==> src/rtl/voice_sequencer_pkg.sv <==
// Shared definitions for the voice step sequencer.
//   - Default widths (note index, pattern address, step/gate counters).
//   - Pattern entry layout {rest2, note2, rest1, note1} and field offsets.
//   - Sequencer state encoding.
//   - Helpers to pull fields out of an entry and to compute the next step.
package voice_sequencer_pkg;

    localparam int NOTE_W        = 4;
    localparam int DEPTH_W       = 4;
    localparam int CNT_W_DEFAULT = 18;
    localparam int DEPTH         = 1 << DEPTH_W;
    localparam int ENTRY_W       = 2 * NOTE_W + 2;

    // Entry field offsets.
    localparam int NOTE1_LSB = 0;
    localparam int REST1_BIT = 4;
    localparam int NOTE2_LSB = 5;
    localparam int REST2_BIT = 9;

    typedef logic [ENTRY_W-1:0] entry_t;

    typedef enum logic {
        ST_IDLE = 1'b0,
        ST_PLAY = 1'b1
    } state_e;

    function automatic logic [NOTE_W-1:0] entry_note1(input entry_t e);
        return e[NOTE1_LSB +: NOTE_W];
    endfunction

    function automatic logic [NOTE_W-1:0] entry_note2(input entry_t e);
        return e[NOTE2_LSB +: NOTE_W];
    endfunction

    function automatic logic entry_rest1(input entry_t e);
        return e[REST1_BIT];
    endfunction

    function automatic logic entry_rest2(input entry_t e);
        return e[REST2_BIT];
    endfunction

    // Wrap with >= so that lowering the loop end below the step currently
    // playing still sends the sequence back to step 0 instead of running
    // on to the top of the pattern.
    function automatic logic [DEPTH_W-1:0] next_step(
        input logic [DEPTH_W-1:0] cur,
        input logic [DEPTH_W-1:0] last
    );
        return (cur >= last) ? '0 : cur + DEPTH_W'(1);
    endfunction

endpackage

==> src/rtl/voice_sequencer_if.sv <==
// Control / pattern-write / voice-output bundle of the step sequencer.
//   master : the controller side (drives run, timing, loop end, pattern writes;
//            receives notes, gates, step index, step strobe, busy)
//   slave  : the sequencer itself
interface voice_sequencer_if
    import voice_sequencer_pkg::*;
#(
    parameter int CNT_W = CNT_W_DEFAULT
) ();

    logic               run;
    logic [CNT_W-1:0]   step_len;
    logic [CNT_W-1:0]   gate_len;
    logic [DEPTH_W-1:0] loop_last;
    logic               wr_en;
    logic [DEPTH_W-1:0] wr_addr;
    logic [ENTRY_W-1:0] wr_data;

    logic [NOTE_W-1:0]  note1;
    logic [NOTE_W-1:0]  note2;
    logic               gate1;
    logic               gate2;
    logic [DEPTH_W-1:0] step_idx;
    logic               step_strobe;
    logic               busy;

    modport master (
        output run, step_len, gate_len, loop_last, wr_en, wr_addr, wr_data,
        input  note1, note2, gate1, gate2, step_idx, step_strobe, busy
    );

    modport slave (
        input  run, step_len, gate_len, loop_last, wr_en, wr_addr, wr_data,
        output note1, note2, gate1, gate2, step_idx, step_strobe, busy
    );

endinterface

==> src/rtl/voice_sequencer_seq_step_timer.sv <==
// Per-step cycle counter for the voice sequencer.
//   clk, rst_n   : clock, asynchronous active-low reset
//   start_i      : restart the count at 0 (first step after leaving idle)
//   en_i         : advance the count this cycle
//   step_len_i   : last cycle index of a step (step duration minus 1)
//   gate_len_i   : number of gate-high cycles at the start of a step
//   last_o       : the current cycle is the last one of the step
//   gate_win_o   : gate window for the cycle that starts on the next edge
// The gate window is evaluated on the next count value so the registered
// gates in the top line up with the count they belong to, and so a gate
// rises on the same edge that presents the new note.
module seq_step_timer #(
    parameter int CNT_W = 18
) (
    input  logic             clk,
    input  logic             rst_n,
    input  logic             start_i,
    input  logic             en_i,
    input  logic [CNT_W-1:0] step_len_i,
    input  logic [CNT_W-1:0] gate_len_i,
    output logic             last_o,
    output logic             gate_win_o
);

    logic [CNT_W-1:0] cnt_q;
    logic [CNT_W-1:0] cnt_d;

    assign last_o = (cnt_q == step_len_i);

    always_comb begin
        cnt_d = cnt_q;
        if (start_i) begin
            cnt_d = '0;
        end else if (en_i) begin
            cnt_d = last_o ? '0 : cnt_q + CNT_W'(1);
        end
    end

    // Forcing the window closed on the last cycle leaves at least one low
    // cycle per step, so the envelope retriggers even if gate_len>step_len.
    assign gate_win_o = (cnt_d < gate_len_i) && (cnt_d != step_len_i);

    always_ff @(posedge clk or negedge rst_n) begin
        if (!rst_n) begin
            cnt_q <= '0;
        end else begin
            cnt_q <= cnt_d;
        end
    end

endmodule

==> src/rtl/voice_sequencer.sv <==
// Step sequencer driving two voice generators.
//   clk, rst_n : clock, asynchronous active-low reset
//   sif        : voice_sequencer_if.slave
//       run        level, 1 = play, 0 = stop
//       step_len   step duration minus 1 (clk cycles)
//       gate_len   gate-high cycles per step
//       loop_last  last step index before wrapping to 0
//       wr_en/wr_addr/wr_data  pattern write port, entry {rest2,note2,rest1,note1}
//       note1/note2  note indices for the scale ROMs
//       gate1/gate2  voice gates
//       step_idx     step currently playing
//       step_strobe  one-cycle pulse on the first cycle of each step
//       busy         high while playing
// The pattern is read only at a step fetch; a write to the step in progress
// therefore shows up on its next visit, and a write on the fetch edge of the
// same address returns the old entry.
module voice_sequencer
    import voice_sequencer_pkg::*;
#(
    parameter int CNT_W = CNT_W_DEFAULT
) (
    input  logic             clk,
    input  logic             rst_n,
    voice_sequencer_if.slave sif
);

    state_e             state_q, state_d;
    entry_t             mem_q [DEPTH];

    logic [NOTE_W-1:0]  note1_q, note1_d;
    logic [NOTE_W-1:0]  note2_q, note2_d;
    logic               rest1_q, rest1_d;
    logic               rest2_q, rest2_d;
    logic               gate1_q, gate1_d;
    logic               gate2_q, gate2_d;
    logic               strobe_q, strobe_d;
    logic [DEPTH_W-1:0] idx_q, idx_d;

    logic               tmr_start;
    logic               tmr_en;
    logic               step_last;
    logic               gate_win;
    logic               fetch;
    logic [DEPTH_W-1:0] fetch_addr;
    entry_t             fetch_entry;

    seq_step_timer #(
        .CNT_W (CNT_W)
    ) u_timer (
        .clk        (clk),
        .rst_n      (rst_n),
        .start_i    (tmr_start),
        .en_i       (tmr_en),
        .step_len_i (sif.step_len),
        .gate_len_i (sif.gate_len),
        .last_o     (step_last),
        .gate_win_o (gate_win)
    );

    always_comb begin
        state_d    = state_q;
        note1_d    = note1_q;
        note2_d    = note2_q;
        rest1_d    = rest1_q;
        rest2_d    = rest2_q;
        idx_d      = idx_q;
        strobe_d   = 1'b0;
        gate1_d    = 1'b0;
        gate2_d    = 1'b0;
        tmr_start  = 1'b0;
        tmr_en     = 1'b0;
        fetch      = 1'b0;
        fetch_addr = '0;

        case (state_q)
            ST_IDLE: begin
                // Every start replays from step 0.
                if (sif.run) begin
                    state_d   = ST_PLAY;
                    fetch     = 1'b1;
                    tmr_start = 1'b1;
                end
            end
            ST_PLAY: begin
                if (!sif.run) begin
                    state_d = ST_IDLE;
                end else begin
                    tmr_en = 1'b1;
                    if (step_last) begin
                        fetch      = 1'b1;
                        fetch_addr = next_step(idx_q, sif.loop_last);
                    end
                end
            end
            default: begin
                state_d = ST_IDLE;
            end
        endcase

        fetch_entry = mem_q[fetch_addr];

        if (fetch) begin
            idx_d    = fetch_addr;
            note1_d  = entry_note1(fetch_entry);
            note2_d  = entry_note2(fetch_entry);
            rest1_d  = entry_rest1(fetch_entry);
            rest2_d  = entry_rest2(fetch_entry);
            strobe_d = 1'b1;
        end

        // Rest flags come from the step that will be playing after this edge.
        if (state_d == ST_PLAY) begin
            gate1_d = gate_win && !rest1_d;
            gate2_d = gate_win && !rest2_d;
        end
    end

    always_ff @(posedge clk or negedge rst_n) begin
        if (!rst_n) begin
            state_q  <= ST_IDLE;
            note1_q  <= '0;
            note2_q  <= '0;
            rest1_q  <= 1'b0;
            rest2_q  <= 1'b0;
            gate1_q  <= 1'b0;
            gate2_q  <= 1'b0;
            strobe_q <= 1'b0;
            idx_q    <= '0;
        end else begin
            state_q  <= state_d;
            note1_q  <= note1_d;
            note2_q  <= note2_d;
            rest1_q  <= rest1_d;
            rest2_q  <= rest2_d;
            gate1_q  <= gate1_d;
            gate2_q  <= gate2_d;
            strobe_q <= strobe_d;
            idx_q    <= idx_d;
        end
    end

    // Pattern store: flops so it can be cleared by reset.
    always_ff @(posedge clk or negedge rst_n) begin
        if (!rst_n) begin
            for (int i = 0; i < DEPTH; i++) begin
                mem_q[i] <= '0;
            end
        end else if (sif.wr_en) begin
            mem_q[sif.wr_addr] <= sif.wr_data;
        end
    end

    assign sif.note1       = note1_q;
    assign sif.note2       = note2_q;
    assign sif.gate1       = gate1_q;
    assign sif.gate2       = gate2_q;
    assign sif.step_idx    = idx_q;
    assign sif.step_strobe = strobe_q;
    assign sif.busy        = (state_q == ST_PLAY);

endmodule

==> src/flat_wrapper.sv <==
// flat-port wrapper written by rule: the top's interface ports become plain ports
module voice_sequencer_flat import voice_sequencer_pkg::*;
#(
    parameter int CNT_W = CNT_W_DEFAULT
)
  (clk, rst_n, sif_run, sif_step_len, sif_gate_len, sif_loop_last, sif_wr_en, sif_wr_addr, sif_wr_data, sif_note1, sif_note2, sif_gate1, sif_gate2, sif_step_idx, sif_step_strobe, sif_busy);
  voice_sequencer_if #(.CNT_W(CNT_W)) sif_i ();
  input  logic clk;
  input  logic rst_n;
  input wire logic [$bits(sif_i.run)-1:0] sif_run;
  input wire logic [$bits(sif_i.step_len)-1:0] sif_step_len;
  input wire logic [$bits(sif_i.gate_len)-1:0] sif_gate_len;
  input wire logic [$bits(sif_i.loop_last)-1:0] sif_loop_last;
  input wire logic [$bits(sif_i.wr_en)-1:0] sif_wr_en;
  input wire logic [$bits(sif_i.wr_addr)-1:0] sif_wr_addr;
  input wire logic [$bits(sif_i.wr_data)-1:0] sif_wr_data;
  output wire logic [$bits(sif_i.note1)-1:0] sif_note1;
  output wire logic [$bits(sif_i.note2)-1:0] sif_note2;
  output wire logic [$bits(sif_i.gate1)-1:0] sif_gate1;
  output wire logic [$bits(sif_i.gate2)-1:0] sif_gate2;
  output wire logic [$bits(sif_i.step_idx)-1:0] sif_step_idx;
  output wire logic [$bits(sif_i.step_strobe)-1:0] sif_step_strobe;
  output wire logic [$bits(sif_i.busy)-1:0] sif_busy;
  assign sif_i.run = sif_run;
  assign sif_i.step_len = sif_step_len;
  assign sif_i.gate_len = sif_gate_len;
  assign sif_i.loop_last = sif_loop_last;
  assign sif_i.wr_en = sif_wr_en;
  assign sif_i.wr_addr = sif_wr_addr;
  assign sif_i.wr_data = sif_wr_data;
  assign sif_note1 = sif_i.note1;
  assign sif_note2 = sif_i.note2;
  assign sif_gate1 = sif_i.gate1;
  assign sif_gate2 = sif_i.gate2;
  assign sif_step_idx = sif_i.step_idx;
  assign sif_step_strobe = sif_i.step_strobe;
  assign sif_busy = sif_i.busy;
  voice_sequencer #(.CNT_W(CNT_W)) u_core (.clk(clk), .rst_n(rst_n), .sif(sif_i));
endmodule
==> config.mk <==
export PLATFORM = sky130hd
export DESIGN_NAME = voice_sequencer_flat
export DESIGN_NICKNAME = d
export VERILOG_FILES = /design/src/rtl/voice_sequencer_pkg.sv /design/src/rtl/voice_sequencer_if.sv /design/src/rtl/voice_sequencer_seq_step_timer.sv /design/src/rtl/voice_sequencer.sv /design/src/flat_wrapper.sv
export SDC_FILE = /design/constraint.sdc
export NUM_CORES = 1
export LEC_CHECK = 0
export BUFFER_PORTS_ARGS = -buffer_cell sky130_fd_sc_hd__buf_2
export CORE_ASPECT_RATIO = 1.2
export CORE_MARGIN = 5
export CORE_UTILIZATION = 26
export CTS_CLUSTER_DIAMETER = 60
export DETAILED_ROUTE_END_ITERATION = 12
export PLACE_DENSITY = 0.4
export RECOVER_POWER = 100
export SYNTH_ARGS = -nofsm -noshare
export SYNTH_HDL_FRONTEND = slang
export SYNTH_HIERARCHICAL = 1
export SYNTH_SLANG_ARGS = --single-unit
==> constraint.sdc <==
create_clock -name clk -period 6.34 [get_ports clk]
set_input_delay 0.634 -clock clk [delete_from_list [all_inputs] [get_ports clk]]
set_output_delay 0.634 -clock clk [all_outputs]
set_load 0.01 [all_outputs]
==> key figures, run 1 <==
Drt
  – Final WL: 32,550 µm
  – Initial DRC count: 325
  – Antenna-violating nets left: 0
  – Vias: 7,384
  – DRC errors left: 0
  – Avg WL per Cell: 21.70 µm
  – 1st-pass router iterations: 6
  – Via density: 4.923

Final layout
  – Diode count: 0
  – Total Nets Final: 1,035
  – P&R area growth vs syn: 13.40%
  – Reg area: 4905 µm²
  – Fraction of layout instances using a drive strength above 1: 29.58%
  – Finished Cell Area: 11,970 µm²
  – Area of the multi-input gates: 5259 µm²
  – FILL cells: 4,122

Die
  – Top Ports: 74
  – Core area: 39,940 µm²
  – Initial Util: 26.43%
  – Die X: 193.9 µm
  – Die Span Y: 230.7 µm
  – Rows: 80
  – Die ar.: 44,740 µm²

Critical path
  – Slowest cell delay on critical path: 750 ps
  – Cell Chain, Critical Path: xor2_1 -> nor4_1 -> and4_1 -> a21o_1 -> nor2_1 -> ha_1 -> a21o_1 -> a21o_1 -> a21oi_1 -> o21ai_0 -> a211o_1 -> a211oi_1 -> a21boi_0 -> and2_0 -> o311ai_0 -> o32ai_1
  – Worst Path Max Fanout: 26
  – Endpoint type of the worst setup path: register
  – CP dominant cell by count: a21o_1
  – Arrival time worst endpoint: 5190 ps
  – Critical Path Start Type: register
  – Required @ worst endpoint: 6670 ps
  – Kind of critical path: register to register
  – R2r worst-path depth: 16
  – Slowest stage cell, crit path: a21o_1

Global routing
  – Total gr overflow: 0
  – Global-route wire length before repair: 50,150 µm
  – Global Route Usage Sum: 14.58%
  – Initial antenna violation count: 0
  – Vias in the first global route: 7,796
  – Largest net degree at the start of global routing: 78

Yosys
  – Count leader, synth: dfrtp_1
  – Syn_nets: 982
  – Synth warn: 6
  – Mapped Cells: 901
  – Synth Register Bits: 196
  – Most used DFF post-synth: dfrtp_1
  – Area contributors post-synth: dfrtp_1 46%, mux2_2 18%, ha_1 2.7%
  – Share of flip-flops with an asynchronous set or reset: 100.0%
  – Unique cell type count in the Yosys netlist: 74
  – Synth top area share: 46.47%
  – Post-Syn Area: 10,560 µm²
  – Largest area contributor in the netlist: dfrtp_1
  – Avg Inst Size Synth: 11.71 µm²
  – Top cells by count, synth: 196 x dfrtp_1, 169 x mux2_2, 53 x nor2_1, 36 x inv_1, 33 x nand2_1
  – EDFF count, synth: 0
  – Seq/Total Area, Yosys: 46.47%

Power
  – Flop pwr share: 50.3%
  – Sw power: 881.6 µW
  – Clock Power Share: 33.6%
  – Switch share: 27.17%
  – PwrDens: 271.1 nW/µm²
  – Comb power frac: 16.1%
  – Worst vdd ir: 180.3 µV
  – Cell internal pwr: 2.363 mW
  – LEAKAGE: 5.000 nW

Timing
  – Minimum clock period after layout: 4861 ps
  – RSZ-0062 raised after global routing: no
  – Worst Tran Pin Value: 2753 ps
  – Final hold violation count: 0
  – Max Slew Vio Count: 48
  – Final WS setup: 1479 ps
  – Setup TNS: 0 ps
  – Period Utilization, post-route: 76.67%
  – Fmax: 205.7 MHz
  – Setup Viol. Count Final: 0
  – Final setup skew: 16.02 ps
  – Slew margin rel.: -83.55%

CTS
  – Post-CTS Hold Buffers: 0
  – CTS buffer count: 17
  – Maximum root-to-sink buffer count: 2
  – # clock sinks: 196
  – Root Driver: clkbuf_16
  – Worst skew pair latency: 450 ps
  – Post-CTS setup buffer count: 0
  – CTS tree: built
  – CTS-repair resized insts: 0
  – Worst-path clk slew: 70 ps
  – H-tree depth: 4

Min path
  – Hold WC Path Type: primary input to asynchronous set/reset pin

Place
  – Number of port buffers: 73
  – Place WS: 1672 ps
  – Post-DP Area: 11,470 µm²
  – DP HPWL: 22,290 µm
  – Global placement routability congestion: 0.8543

Run
  – Total of max-cap violations: 1

Status
  – Failing checks: capacitance limit, slew limit
  – Outcome: finished, violations left
==> path summary, 6_finish.rpt <==
path	slack [ps]	to	from
max in group asynchronous	3050	u_core/u_timer/cnt_q[10]	rst_n
min in group clk	410	u_core/sif.busy	sif_run
min reg2reg	480	u_core/sif.gate2	u_core/rest2_q
min	200	u_core/mem_q[144]	rst_n
max	1480	u_core/sif.gate2	u_core/u_timer/cnt_q[9]
max reg2reg	1480	u_core/sif.gate2	u_core/u_timer/cnt_q[9]
==> power groups by stage <==
stage / Sequential [mW] / Combinational [mW] / Clock [mW]
6_report: 1.63 / 0.522 / 1.09
5_1_grt: 1.66 / 0.581 / 1.19
4_1_cts: 1.63 / 0.537 / 1.14
3_5_place_dp: 1.66 / 0.537 / 0
3_3_place_gp: 1.65 / 0.528 / 0
2_1_floorplan: 1.62 / 0.373 / 0
==> flip-flops by register name, indices dropped and copies added (netlist names) <==
| register | count |
|---|---|
| u_core/sif.note2 | 4 |
| u_core/sif.step_idx | 4 |
| u_core/sif.step_strobe | 1 |
| u_core/mem_q | 160 |
| u_core/sif.note1 | 4 |
| u_core/rest2_q | 1 |
| u_core/sif.gate1 | 1 |
| u_core/sif.gate2 | 1 |
| u_core/rest1_q | 1 |
| u_core/u_timer/cnt_q | 18 |
| u_core/sif.busy | 1 |
==> per-layer routing <==
layer  up-vias  GRT usage, %  share of wire (%)
met3        20         2.698                3.7
li1       3411             -                  -
met2       150         24.46                 49
met4         0         2.813                1.2
met1      3803         19.92                 46
met5         -             0                  0
==> layout make-up <==
class	count	area share (%)
clock inverter	12	0.9826
inverter	37	1.160
tap	533	5.572
timing repair buffer	87	3.554
sequential	196	40.98
clock buffer	20	3.816
multi-input combinational	615	43.94
==> worst max-delay path, delay by kind of cell (launching register included) <==
| kind | cells | cell delay, ps |
|---|---|---|
| compound gates | 10 | 2600 |
| simple gates | 4 | 1040 |
| flops | 1 | 520 |
| fa+ha+maj | 1 | 350 |
| xor+xnor | 1 | 230 |
==> cell families after synthesis <==
| logic type | after synthesis | synth area share (%) |
|---|---|---|
| multiplexers | 197 | 22.11 |
| XOR/XNOR | 45 | 4.007 |
| AND/OR/NAND/NOR | 214 | 11.04 |
| AO/OA/AOI/OAI | 136 | 9.969 |
| buffers and inverters | 90 | 3.687 |
| flip-flops | 196 | 46.47 |
| adder cells (fa/ha/maj) | 23 | 2.726 |
==> layout by cell type, fill, tap and decap left out, types with 23 or more instances in the layout <==
cell        n
nor2_1     53
nand2_1    33
xor2_1     23
clkbuf_1   28
dfrtp_1   196
inv_1      36
buf_2      53
nor2b_1    24
mux2_2    169
==> through the flow <==
| stage | utilization [%] | hold slack, ps | total power, mW | instances |
|---|---|---|---|---|
| after floorplan | - | 338.4 | 1.992 | 901 |
| after global placement | 28.73 | 473.0 | 2.177 | 1468 |
| after detailed placement | 28.73 | 473.6 | 2.192 | 1468 |
| after CTS | 30.17 | 248.4 | 3.305 | 1500 |
| after global routing | 29.97 | 251.5 | 3.427 | 1500 |
| final | 29.97 | 198.3 | 3.245 | 1500 |
No activity file was read; power rests on OpenSTA's default activity.
==> inputs of run 2 (changes only) <==
Settings changed: PLACE_DENSITY 0.4 to 0.41.
Clock period 6.34 ns to 4.15 ns, I/O delays scaled along.
==> run 2 against run 1 <==
- the flow still finishes with violations (capacitance limit, slew limit)
- combinational power up 58%
- sequential share of layout area down 0.80 points
- die area unchanged
- total power up 55%
- utilization up 0.60 points
- clock power up 59%
- design area up 2.0%
- via count up 0.87%
- non-clock buffer count up 29
- critical path type unchanged
- largest power group unchanged
==> key figures, run 2 (same netlist as run 1, synthesis figures left out) <==
Status
  – Outcome: finished, violations left
  – Failing checks: capacitance limit, slew limit

Critical path
  – Cell Chain, Critical Path: xor2_1 -> nor4_2 -> and4_4 -> a21o_4 -> nor2_1 -> ha_1 -> a21o_1 -> a21o_1 -> a21oi_1 -> o21ai_0 -> a211o_1 -> a211oi_1 -> a21boi_2 -> and2_1 -> o311ai_0 -> o32ai_1
  – R2r setup slk: 320 ps
  – CP dominant cell by count: a21o_1
  – Worst r2r src: u_core/u_timer/cnt_q[2]
  – Arrival time worst endpoint: 4160 ps
  – Crit path max-delay family: compound AO/OA/AOI/OAI gates
  – Slowest cell delay on critical path: 490 ps
  – Endpoint type of the worst setup path: register
  – Kind of critical path: register to register
  – Critical Path Start Type: register
  – Required @ worst endpoint: 4470 ps
  – R2r worst-path depth: 16
  – Critical path buffers and inverters: 0
  – Slowest stage cell, crit path: dfrtp_1
  – Critical R2R Capture: u_core/sif.gate2
  – Worst Path Max Fanout: 8

CTS
  – Maximum root-to-sink buffer count: 2
  – Post-CTS Hold Buffers: 0
  – Worst skew pair latency: 430 ps
  – Post-CTS setup buffer count: 0
  – # clock sinks: 196
  – H-tree depth: 4
  – CTS tree: built
  – Worst-path clk slew: 70 ps
  – Root Driver: clkbuf_16
  – CTS-repair resized insts: 0
  – CTS buffer count: 17

Power
  – Flop pwr share: 49.3%
  – Cell internal pwr: 3.691 mW
  – Comb power frac: 16.4%
  – Worst vdd ir: 256.9 µV
  – LEAKAGE: 5.153 nW
  – Pwr Total: 5.037 mW
  – PwrDens: 412.7 nW/µm²
  – Sw power: 1.346 mW
  – Clock Power Share: 34.4%
  – Switch share: 26.72%

Die
  – Rows: 80
  – Core area: 39,940 µm²
  – Die X: 193.9 µm
  – Die ar.: 44,740 µm²
  – Initial Util: 26.43%
  – Die Span Y: 230.7 µm
  – Top Ports: 74

Final layout
  – Finished Cell Area: 12,210 µm²
  – Final core occ: 30.56%
  – Fraction of layout instances using a drive strength above 1: 31.93%
  – P&R area growth vs syn: 15.65%
  – Most common cell after layout, fill and taps aside: dfrtp_1
  – Biggest registers after layout: u_core/mem_q (160), u_core/u_timer/cnt_q (18)
  – Largest Register: u_core/mem_q
  – FILL cells: 4,135
  – Diode count: 0
  – Total Nets Final: 1,064
  – Most frequent cells in the layout: 196 x dfrtp_1, 169 x mux2_2, 58 x buf_2
  – Post-Layout Cell Count: 1,529
  – Max reg flops: 160

Min path
  – Worst Hold Launch: sif_run
  – Hold depth: 2
  – Hold WC Path Type: primary input to register
  – Hold Path End: u_core/sif.busy

Timing
  – Worst Tran Pin Value: 2260 ps
  – Fmax: 261.0 MHz
  – Minimum clock period after layout: 3831 ps
  – Hold Slack: 346.1 ps
  – Max Slew Vio Count: 90
  – Final WS setup: 319.0 ps
  – Slew margin rel.: -50.66%
  – Final setup skew: 11.47 ps
  – Final hold violation count: 0
  – Setup Viol. Count Final: 0
  – Setup TNS: 0 ps
  – Period Utilization, post-route: 92.31%
  – RSZ-0062 raised after global routing: no

Drt
  – Via density: 4.871
  – Avg WL per Cell: 21.09 µm
  – Antenna-violating nets left: 0
  – Vias: 7,448
  – Initial DRC count: 440
  – Final WL: 32,250 µm
  – 1st-pass router iterations: 5
  – DRC errors left: 0

Place
  – DP HPWL: 22,810 µm
  – Number of port buffers: 73
  – Place WS: 111.5 ps
  – Global placement routability congestion: 0.8771
  – Post-DP Area: 11,690 µm²
  – Placed insts: 1,497

Global routing
  – Initial antenna violation count: 0
  – Largest net degree at the start of global routing: 90
  – Vias in the first global route: 7,800
  – Total gr overflow: 0
  – Global Route Usage Sum: 14.44%
  – Global-route wire length before repair: 49,790 µm

Run
  – Total of max-cap violations: 1
-- run 2: changes by cell type in the layout (fill, tap and decap cells not counted), moves of 2 or more --
cell,before,now
buf_2,53,58
clkinv_4,0,2
nor4_1,10,8
and2_1,2,4
and2_0,4,2
clkbuf_2,0,5
clkinv_2,2,0
nor4_2,2,4
buf_4,6,24
-- run 2: worst reg2reg max path: stages, from the launching register on --
cell	delay, ps
dfrtp_1	490
xor2_1	200
nor4_2	300
and4_4	310
a21o_4	190
nor2_1	80
ha_1	310
a21o_1	180
a21o_1	170
a21oi_1	130
o21ai_0	180
a211o_1	310
a211oi_1	210
a21boi_2	220
and2_1	160
o311ai_0	130
o32ai_1	170
-- run 2: layer usage --
layer,track usage [%],wire length [µm],vias to the layer above
li1,-,-,3468
met5,0,0,-
met3,2.435,1118,19
met4,3.187,415,0
met1,19.18,14730,3819
met2,24.88,15980,142
-- run 2: worst max path at each step --
stage | start | to | slack (ps) | cells past startpoint
floorplan | u_core/u_timer/cnt_q[13] | u_core/sif.gate2 | 330 | 19
global placement | sif_run | u_core/sif.gate2 | 220 | 18
detailed placement | sif_step_len[13] | u_core/sif.gate2 | 110 | 17
CTS | u_core/u_timer/cnt_q[4] | u_core/sif.gate2 | 140 | 17
global route | u_core/u_timer/cnt_q[4] | u_core/sif.gate2 | 10 | 17
finish | u_core/u_timer/cnt_q[2] | u_core/sif.gate2 | 320 | 16
-- run 2: layout make-up --
class                      instances  area [µm²]  share of cell area (%)
timing repair buffer             116       604.3                   4.951
multi-input combinational        615        5280                   43.26
inverter                          37       138.9                   1.138
tap                              533       666.9                   5.463
sequential                       196        4905                   40.18
clock inverter                    13       158.9                   1.302
clock buffer                      19       452.9                   3.711
-- run 2: power groups by stage --
stage	combinational, mW	clock [mW]	sequential [mW]
2_1_floorplan	0.569	0	2.47
3_3_place_gp	0.830	0	2.51
3_5_place_dp	0.842	0	2.52
4_1_cts	0.845	1.80	2.48
5_1_grt	0.916	1.87	2.53
6_report	0.824	1.73	2.48
